**src/rtl/sram_bist_pkg.sv**
```systemverilog
// Shared types and March C- element tables for the SRAM BIST controller.
// Element order, scan direction and data polarity live here so the controller stays table-driven.
package sram_bist_pkg;

  typedef enum logic [1:0] {
    StIdle,
    StRun,
    StDrain,
    StDone
  } state_e;

  typedef enum logic [2:0] {
    M0,
    M1,
    M2,
    M3,
    M4,
    M5
  } elem_e;

  typedef enum logic {
    OP_R,
    OP_W
  } op_e;

  // Direction table: 1 = descending address order.
  function automatic logic elem_down(elem_e e);
    case (e)
      M3, M4:  return 1'b1;
      default: return 1'b0;
    endcase
  endfunction

  // Op-count table: M0 and M5 issue one op per address, the rest issue two.
  function automatic logic elem_two_ops(elem_e e);
    case (e)
      M0, M5:  return 1'b0;
      default: return 1'b1;
    endcase
  endfunction

  function automatic op_e elem_op(elem_e e, logic opi);
    if (!elem_two_ops(e)) begin
      return (e == M0) ? OP_W : OP_R;
    end
    return opi ? OP_W : OP_R;
  endfunction

  // Polarity table: 0 selects the background word, 1 its complement.
  function automatic logic elem_pol(elem_e e, logic opi);
    case (e)
      M1, M3:  return opi;
      M2, M4:  return ~opi;
      default: return 1'b0;
    endcase
  endfunction

  function automatic elem_e elem_next(elem_e e);
    case (e)
      M0:      return M1;
      M1:      return M2;
      M2:      return M3;
      M3:      return M4;
      M4:      return M5;
      default: return M5;
    endcase
  endfunction

endpackage

```
**src/rtl/sram_bist_cmp.sv**
```systemverilog
// Read-data compare stage: stages each read's address and expected word, compares the macro
// output one cycle later and keeps a sticky capture of the first mismatch.
module sram_bist_cmp #(
  parameter int unsigned ADDR_W = 9,
  parameter int unsigned DATA_W = 8
) (
  input  logic              clk_i,
  input  logic              rst_ni,
  input  logic              clear_i,
  input  logic              rd_i,
  input  logic [ADDR_W-1:0] rd_addr_i,
  input  logic [DATA_W-1:0] rd_exp_i,
  input  logic [DATA_W-1:0] dout_i,
  output logic              fail_o,
  output logic [ADDR_W-1:0] fail_addr_o,
  output logic [DATA_W-1:0] fail_exp_o,
  output logic [DATA_W-1:0] fail_act_o
);

  logic              pend_q;
  logic [ADDR_W-1:0] pend_addr_q;
  logic [DATA_W-1:0] pend_exp_q;
  logic              fail_q;
  logic [ADDR_W-1:0] fail_addr_q;
  logic [DATA_W-1:0] fail_exp_q;
  logic [DATA_W-1:0] fail_act_q;
  logic              mismatch;

  assign mismatch = pend_q && (dout_i != pend_exp_q);

  always_ff @(posedge clk_i or negedge rst_ni) begin
    if (!rst_ni) begin
      pend_q      <= 1'b0;
      pend_addr_q <= '0;
      pend_exp_q  <= '0;
    end else begin
      pend_q      <= rd_i;
      pend_addr_q <= rd_addr_i;
      pend_exp_q  <= rd_exp_i;
    end
  end

  always_ff @(posedge clk_i or negedge rst_ni) begin
    if (!rst_ni) begin
      fail_q      <= 1'b0;
      fail_addr_q <= '0;
      fail_exp_q  <= '0;
      fail_act_q  <= '0;
    end else if (clear_i) begin
      fail_q      <= 1'b0;
      fail_addr_q <= '0;
      fail_exp_q  <= '0;
      fail_act_q  <= '0;
    end else if (mismatch && !fail_q) begin
      fail_q      <= 1'b1;
      fail_addr_q <= pend_addr_q;
      fail_exp_q  <= pend_exp_q;
      fail_act_q  <= dout_i;
    end
  end

  assign fail_o      = fail_q;
  assign fail_addr_o = fail_addr_q;
  assign fail_exp_o  = fail_exp_q;
  assign fail_act_o  = fail_act_q;

endmodule

```
**src/rtl/sram_march_bist.sv**
```systemverilog
// March C- BIST controller driving the A_BIST_* port of an IHP SG13G2 single-port SRAM.
// One op per RUN cycle from registered outputs; read data is checked by sram_bist_cmp.
module sram_march_bist
  import sram_bist_pkg::*;
#(
  parameter int unsigned       ADDR_W = 9,
  parameter int unsigned       DATA_W = 8,
  parameter logic [DATA_W-1:0] BG     = '0
) (
  input  logic              clk_i,
  input  logic              rst_ni,
  input  logic              start_i,
  output logic              busy_o,
  output logic              done_o,
  output logic              fail_o,
  output logic [ADDR_W-1:0] fail_addr_o,
  output logic [DATA_W-1:0] fail_exp_o,
  output logic [DATA_W-1:0] fail_act_o,
  output logic              bist_en_o,
  output logic              bist_men_o,
  output logic              bist_wen_o,
  output logic              bist_ren_o,
  output logic [ADDR_W-1:0] bist_addr_o,
  output logic [DATA_W-1:0] bist_din_o,
  output logic [DATA_W-1:0] bist_bm_o,
  input  logic [DATA_W-1:0] sram_dout_i
);

  state_e            state_q;
  logic              run_q;
  logic              done_q;

  // Pointer to the op currently on the bist_* outputs.
  elem_e             elem_q;
  logic              opi_q;
  logic [ADDR_W-1:0] addr_q;

  logic              men_q;
  logic              wen_q;
  logic              ren_q;
  logic [ADDR_W-1:0] baddr_q;
  logic [DATA_W-1:0] din_q;
  logic [DATA_W-1:0] bm_q;
  logic [DATA_W-1:0] exp_q;

  logic              start_ok;
  logic              at_end;
  logic              last_op;
  logic              load;
  elem_e             nxt_elem;
  logic              nxt_opi;
  logic [ADDR_W-1:0] nxt_addr;
  elem_e             ld_elem;
  logic              ld_opi;
  logic [ADDR_W-1:0] ld_addr;
  op_e               ld_op;
  logic [DATA_W-1:0] ld_word;

  assign start_ok = start_i && ((state_q == StIdle) || (state_q == StDone));
  assign at_end   = elem_down(elem_q) ? (addr_q == '0) : (addr_q == '1);

  // Advance order: second op at the same address, then next address, then next element.
  always_comb begin
    nxt_elem = elem_q;
    nxt_opi  = 1'b0;
    nxt_addr = addr_q;
    last_op  = 1'b0;
    if (elem_two_ops(elem_q) && !opi_q) begin
      nxt_opi = 1'b1;
    end else if (!at_end) begin
      nxt_addr = elem_down(elem_q) ? (addr_q - ADDR_W'(1)) : (addr_q + ADDR_W'(1));
    end else begin
      last_op  = (elem_q == M5);
      nxt_elem = elem_next(elem_q);
      nxt_addr = elem_down(nxt_elem) ? '1 : '0;
    end
  end

  always_comb begin
    load    = start_ok || ((state_q == StRun) && !last_op);
    ld_elem = start_ok ? M0 : nxt_elem;
    ld_opi  = start_ok ? 1'b0 : nxt_opi;
    ld_addr = start_ok ? '0 : nxt_addr;
    ld_op   = elem_op(ld_elem, ld_opi);
    ld_word = elem_pol(ld_elem, ld_opi) ? ~BG : BG;
  end

  always_ff @(posedge clk_i or negedge rst_ni) begin
    if (!rst_ni) begin
      state_q <= StIdle;
      run_q   <= 1'b0;
      done_q  <= 1'b0;
    end else begin
      unique case (state_q)
        StIdle, StDone: begin
          if (start_i) begin
            state_q <= StRun;
            run_q   <= 1'b1;
            done_q  <= 1'b0;
          end
        end
        StRun: begin
          if (last_op) begin
            state_q <= StDrain;
          end
        end
        StDrain: begin
          state_q <= StDone;
          run_q   <= 1'b0;
          done_q  <= 1'b1;
        end
      endcase
    end
  end

  always_ff @(posedge clk_i or negedge rst_ni) begin
    if (!rst_ni) begin
      elem_q  <= M0;
      opi_q   <= 1'b0;
      addr_q  <= '0;
      men_q   <= 1'b0;
      wen_q   <= 1'b0;
      ren_q   <= 1'b0;
      baddr_q <= '0;
      din_q   <= '0;
      bm_q    <= '0;
      exp_q   <= '0;
    end else if (load) begin
      elem_q  <= ld_elem;
      opi_q   <= ld_opi;
      addr_q  <= ld_addr;
      men_q   <= 1'b1;
      wen_q   <= (ld_op == OP_W);
      ren_q   <= (ld_op == OP_R);
      baddr_q <= ld_addr;
      din_q   <= (ld_op == OP_W) ? ld_word : '0;
      bm_q    <= (ld_op == OP_W) ? '1 : '0;
      exp_q   <= ld_word;
    end else begin
      men_q   <= 1'b0;
      wen_q   <= 1'b0;
      ren_q   <= 1'b0;
      baddr_q <= '0;
      din_q   <= '0;
      bm_q    <= '0;
      exp_q   <= '0;
    end
  end

  sram_bist_cmp #(
    .ADDR_W(ADDR_W),
    .DATA_W(DATA_W)
  ) u_cmp (
    .clk_i      (clk_i),
    .rst_ni     (rst_ni),
    .clear_i    (start_ok),
    .rd_i       (ren_q),
    .rd_addr_i  (baddr_q),
    .rd_exp_i   (exp_q),
    .dout_i     (sram_dout_i),
    .fail_o     (fail_o),
    .fail_addr_o(fail_addr_o),
    .fail_exp_o (fail_exp_o),
    .fail_act_o (fail_act_o)
  );

  assign busy_o      = run_q;
  assign done_o      = done_q;
  assign bist_en_o   = run_q;
  assign bist_men_o  = men_q;
  assign bist_wen_o  = wen_q;
  assign bist_ren_o  = ren_q;
  assign bist_addr_o = baddr_q;
  assign bist_din_o  = din_q;
  assign bist_bm_o   = bm_q;

endmodule

```
**config.mk**
```make
export PLATFORM = sky130hd
export DESIGN_NAME = sram_march_bist
export DESIGN_NICKNAME = d
export VERILOG_FILES = /design/src/rtl/sram_bist_pkg.sv /design/src/rtl/sram_bist_cmp.sv /design/src/rtl/sram_march_bist.sv
export SDC_FILE = /design/constraint.sdc
export NUM_CORES = 1
export LEC_CHECK = 0
export ABC_AREA = 1
export ABC_CLOCK_PERIOD_IN_PS = 1900
export CAP_MARGIN = 15
export CORE_ASPECT_RATIO = 1.75
export CORE_UTILIZATION = 30
export DETAILED_ROUTE_END_ITERATION = 12
export PLACE_DENSITY = 0.6
export SLEW_MARGIN = 20
export SYNTH_ARGS = -nofsm -noshare
export SYNTH_HDL_FRONTEND = slang
export SYNTH_SLANG_ARGS = --single-unit
```
**constraint.sdc**
```tcl
create_clock -name clk_i -period 1.9 [get_ports clk_i]
set_input_delay 0.38 -clock clk_i [delete_from_list [all_inputs] [get_ports clk_i]]
set_output_delay 0.38 -clock clk_i [all_outputs]
set_load 0.02 [all_outputs]
```
==> results_tabular.tex <==
\begin{tabular}{lr}
\hline
Metric & Value \\
\hline
\multicolumn{2}{l}{\textbf{Synth}} \\
Post-synth cell types & 34 \\
Total of flip-flops plus latches after synthesis & 61 \\
Count of synthesis-stage warnings from yosys & 0 \\
Number of instances in the synthesized netlist & 384 \\
Prevailing post-synth register cell & sky130\_fd\_sc\_hd\_\_dfrtp\_1 \\
Post-synth EDFFs & 0 \\
Seq/Total Area, Yosys & 47.3\% \\
Synthesized area divided by synthesized cell count & 8.41 sq um \\
Post-Syn Area & 3230 sq um \\
Async set-reset flop share out of synthesis & 100\% \\
Syn Nets & 407 \\
\multicolumn{2}{l}{\textbf{Placed design}} \\
Final weighted congestion of routability-driven global placement & 0.875 \\
Placed Cells & 578 \\
Detailed-placement wirelength estimate & 5750 microns \\
Worst Setup Slack post-DPL & -0.270 ns \\
Number of buffers added on ports & 67 \\
\multicolumn{2}{l}{\textbf{STA}} \\
Total negative setup slack & -2.82 ns \\
Min cycle time layout & 2.23 ns \\
Tightest Pin Transition & 0.541 ns \\
Setup violators final & 19 \\
Upper clock frequency limit & 0.448 GHz \\
Worst-case setup margin in the final layout & -0.330 ns \\
Setup repair after global routing missed its margin & true \\
Count of pins over their slew limit & 0 \\
Post-route fraction of the period consumed by the critical path & 117\% \\
Max Clock Skew & 0.00443 ns \\
Relative slew slack & 63.6\% \\
Hold Fails Final Rpt & 0 \\
\multicolumn{2}{l}{\textbf{Floorplan}} \\
Die H & 139 microns \\
Area of the die & 11200 sq um \\
Site row count & 49 \\
Area of the core & 10400 sq um \\
Die Width & 80.4 microns \\
Top-Level Pins & 68 \\
Effective utilization at floorplan & 31.2\% \\
\multicolumn{2}{l}{\textbf{Finish}} \\
\# diodes & 0 \\
Share of layout cells above drive strength 1 & 25.2\% \\
Fill count & 946 \\
Utilization after layout & 46.2\% \\
Area Overhead vs Synth & 48.3\% \\
Cell Count, Final, Fillers Out & 607 \\
Total number of nets in the final design & 499 \\
\multicolumn{2}{l}{\textbf{Clock network}} \\
Root buffer cell & sky130\_fd\_sc\_hd\_\_clkbuf\_16 \\
Number of H-tree branching levels & 3 \\
Num CTS Buffers & 9 \\
Clk pin slew, worst setup/hold paths & 0.05 ns \\
Clock net sink count & 61 \\
Clock latency on the worst-skew pair & 0.32 ns \\
Clock tree from TritonCTS & built \\
CTS Buffer Depth & 2 \\
\multicolumn{2}{l}{\textbf{GRT}} \\
Pin count of the biggest net entering global routing & 62 \\
Aggregate global-route resource usage & 14.3\% \\
Antenna violations before repair & 0 \\
First-pass GRT wire length & 12200 microns \\
Overall overflow remaining after global route & 0 \\
Layer with the highest usage after global routing & met2 \\
Met1 track demand over resource & 14.0\% \\
Fraction of met2 tracks used by global routing & 26.9\% \\
Via count of the first global-routing pass & 2670 \\
Met3 track demand over resource in global routing & 2.69\% \\
\multicolumn{2}{l}{\textbf{Drt}} \\
Vias & 2805 \\
Iteration-0 DRC Markers & 157 \\
Wire per inst & 13.0 microns \\
Via-per-instance ratio & 4.62 \\
Total iterations of the first detailed-routing run & 4 \\
Drt total wl & 7890 microns \\
Number of nets with antenna violations after routing & 0 \\
Post-route DRC & 0 \\
\multicolumn{2}{l}{\textbf{Critical path}} \\
Required @ worst endpoint & 2.11 ns \\
CP Max Fanout & 6 \\
Chain of cells forming the critical path & nand2\_2, nand2\_4, nand2\_4, clkinvlp\_4, buf\_12, ha\_4, nand2\_4, inv\_2, nand4\_1, o211ai\_1, buf\_4, xnor2\_2, nand2\_1, nand2\_1, nand2\_1, nand3\_2, nand2\_2 \\
Type of destination of the critical path & register \\
Buffers and inverters on the worst path & 4 \\
Critical path's largest stage delay & 0.40 ns \\
Slowest cell on the critical path & sky130\_fd\_sc\_hd\_\_dfrtp\_1 \\
Type of the worst setup path & register to register \\
CP arrival & 2.44 ns \\
Kind of start point of the critical path & register \\
Register-to-register setup slack & -0.33 ns \\
Kind of cell adding the most delay to the critical path & simple AND/OR/NAND/NOR gates \\
\multicolumn{2}{l}{\textbf{Outcome}} \\
Violations in the final reports & setup timing \\
Result of the run & finished with violations \\
\multicolumn{2}{l}{\textbf{Run}} \\
Max-Cap Viols & 0 \\
\multicolumn{2}{l}{\textbf{Power and ir drop}} \\
Leakage Power & 2.38 nW \\
Ratio of total power to cell area & 1410 nW/um\^{}2 \\
Final Power & 0.00676 W \\
Worst voltage drop across the vdd grid & 732 uV \\
\multicolumn{2}{l}{\textbf{Min path}} \\
Class of the tightest hold or removal check & input port to async pin \\
\hline
\end{tabular}
Yosys cell counts, types with 2 or more instances:
library cell | count | share of area (%)
sky130_fd_sc_hd__a21oi_1 | 8 | 1.2
sky130_fd_sc_hd__a21oi_2 | 2 | 0.54
sky130_fd_sc_hd__buf_2 | 3 | 0.46
sky130_fd_sc_hd__buf_4 | 23 | 5.3
sky130_fd_sc_hd__clkbuf_1 | 2 | 0.23
sky130_fd_sc_hd__dfrtp_1 | 61 | 47
sky130_fd_sc_hd__ha_1 | 11 | 4.3
sky130_fd_sc_hd__inv_1 | 60 | 7.0
sky130_fd_sc_hd__inv_2 | 2 | 0.23
sky130_fd_sc_hd__nand2_1 | 70 | 8.1
sky130_fd_sc_hd__nand2_2 | 5 | 0.97
sky130_fd_sc_hd__nand2_4 | 4 | 1.4
sky130_fd_sc_hd__nand3_1 | 36 | 5.6
sky130_fd_sc_hd__nand3_2 | 3 | 0.93
sky130_fd_sc_hd__nand3b_1 | 2 | 0.46
sky130_fd_sc_hd__nand4_1 | 4 | 0.77
sky130_fd_sc_hd__nor2_1 | 30 | 3.5
sky130_fd_sc_hd__nor2_2 | 2 | 0.39
sky130_fd_sc_hd__nor3_1 | 2 | 0.31
sky130_fd_sc_hd__o21ai_0 | 28 | 4.3
sky130_fd_sc_hd__o21ai_1 | 7 | 1.1
sky130_fd_sc_hd__o21ai_2 | 3 | 0.81
sky130_fd_sc_hd__xnor2_1 | 5 | 1.4
layout by cell type (no fill, tap or decap), types with 2 or more instances in the layout:
| cell type | instances |
|---|---|
| sky130_fd_sc_hd__a21oi_1 | 6 |
| sky130_fd_sc_hd__a21oi_2 | 3 |
| sky130_fd_sc_hd__buf_12 | 4 |
| sky130_fd_sc_hd__buf_4 | 37 |
| sky130_fd_sc_hd__bufinv_16 | 2 |
| sky130_fd_sc_hd__clkbuf_16 | 9 |
| sky130_fd_sc_hd__clkbuf_8 | 3 |
| sky130_fd_sc_hd__clkdlybuf4s50_1 | 66 |
| sky130_fd_sc_hd__clkinvlp_4 | 2 |
| sky130_fd_sc_hd__dfrtp_1 | 61 |
| sky130_fd_sc_hd__ha_1 | 5 |
| sky130_fd_sc_hd__ha_4 | 6 |
| sky130_fd_sc_hd__inv_1 | 54 |
| sky130_fd_sc_hd__inv_2 | 7 |
| sky130_fd_sc_hd__nand2_1 | 59 |
| sky130_fd_sc_hd__nand2_2 | 10 |
| sky130_fd_sc_hd__nand2_4 | 10 |
| sky130_fd_sc_hd__nand3_1 | 32 |
| sky130_fd_sc_hd__nand3_2 | 5 |
| sky130_fd_sc_hd__nand3_4 | 2 |
| sky130_fd_sc_hd__nand3b_1 | 2 |
| sky130_fd_sc_hd__nand4_1 | 4 |
| sky130_fd_sc_hd__nor2_1 | 29 |
| sky130_fd_sc_hd__nor2_2 | 3 |
| sky130_fd_sc_hd__nor3_1 | 2 |
| sky130_fd_sc_hd__o21ai_0 | 23 |
| sky130_fd_sc_hd__o21ai_1 | 7 |
| sky130_fd_sc_hd__o21ai_2 | 8 |
| sky130_fd_sc_hd__xnor2_1 | 4 |
where the power goes:
part	internal, W	switching (W)
Sequential	0.00165	0.000230
Combinational	0.00136	0.00174
Clock	0.00125	0.000535
Total	0.00425	0.00251
state kept, by name, indices dropped and copies added (netlist names), 2 cells and up:
name	cells
u_cmp.fail_addr_o	9
addr_q	9
u_cmp.pend_addr_q	9
bist_addr_o	9
elem_q	3
state_q	2
u_cmp.fail_act_o	8
final cells by class:
class | count | area, sq um | share of cell area (%)
clock buffers | 12 | 267 | 5.56
flip-flops and latches | 61 | 1530 | 31.9
multi-input cells | 232 | 1490 | 31.0
clock inverters | 3 | 67.6 | 1.41
inverters | 62 | 236 | 4.94
repair buffers | 110 | 1050 | 21.9
well taps | 127 | 159 | 3.32
stage by stage:
stage / area (sq um) / hold slack, ns
6_report: 4790 / 0.0453
5_1_grt: 4790 / 0.0747
3_5_place_dp: 4100 / 0.338
4_1_cts: 4580 / 0.0625
3_3_place_gp: 4100 / 0.333
2_1_floorplan: 3230 / 0.0844
metal layers:
layer / share of wire (%) / routed length [microns]
met1: 36 / 2830
met2: 57 / 4480
met3: 3.9 / 306
met4: 3.6 / 282
met5: 0 / 0
cell families (layout without fill, tap and decap cells):
family | after synthesis | count (layout) | synth area share [%]
buffers and inverters | 91 | 187 | 13.6
XOR/XNOR | 5 | 5 | 1.36
multiplexers | 1 | 1 | 0.349
flip-flops | 61 | 61 | 47.3
AND/OR/NAND/NOR | 162 | 162 | 23.5
adder cells (fa/ha/maj) | 12 | 12 | 4.88
AO/OA/AOI/OAI | 52 | 52 | 9.10
path summary, 6_finish.rpt:
check | start | endpoint | cells past startpoint
min in group clk_i | exp_q[6]$_DFF_PN0_ | u_cmp.pend_exp_q[6]$_DFF_PN0_ | 0
max in group asynchronous | rst_ni | u_cmp.fail_addr_o[7]$_DFFE_PN0P_ | 2
worst max register to register | elem_q[1]$_DFFE_PN0P_ | addr_q[6]$_DFFE_PN0P_ | 17
worst min register to register | exp_q[6]$_DFF_PN0_ | u_cmp.pend_exp_q[6]$_DFF_PN0_ | 0
worst min-delay path | rst_ni | u_cmp.fail_act_o[4]$_DFFE_PN0P_ | 2
worst max-delay path | elem_q[1]$_DFFE_PN0P_ | addr_q[6]$_DFFE_PN0P_ | 17
repair_timing:
item / 4_1_cts / 5_1_grt
endpoints found under the setup margin: 15 / 28
gates resized for setup: 19 / 37
hold endpoints to repair: 0 / 0
setup buffers: 6 / 8
hold buffers: 0 / 0
pin swaps: 4 / 29
No activity file was read; power rests on OpenSTA's default activity.
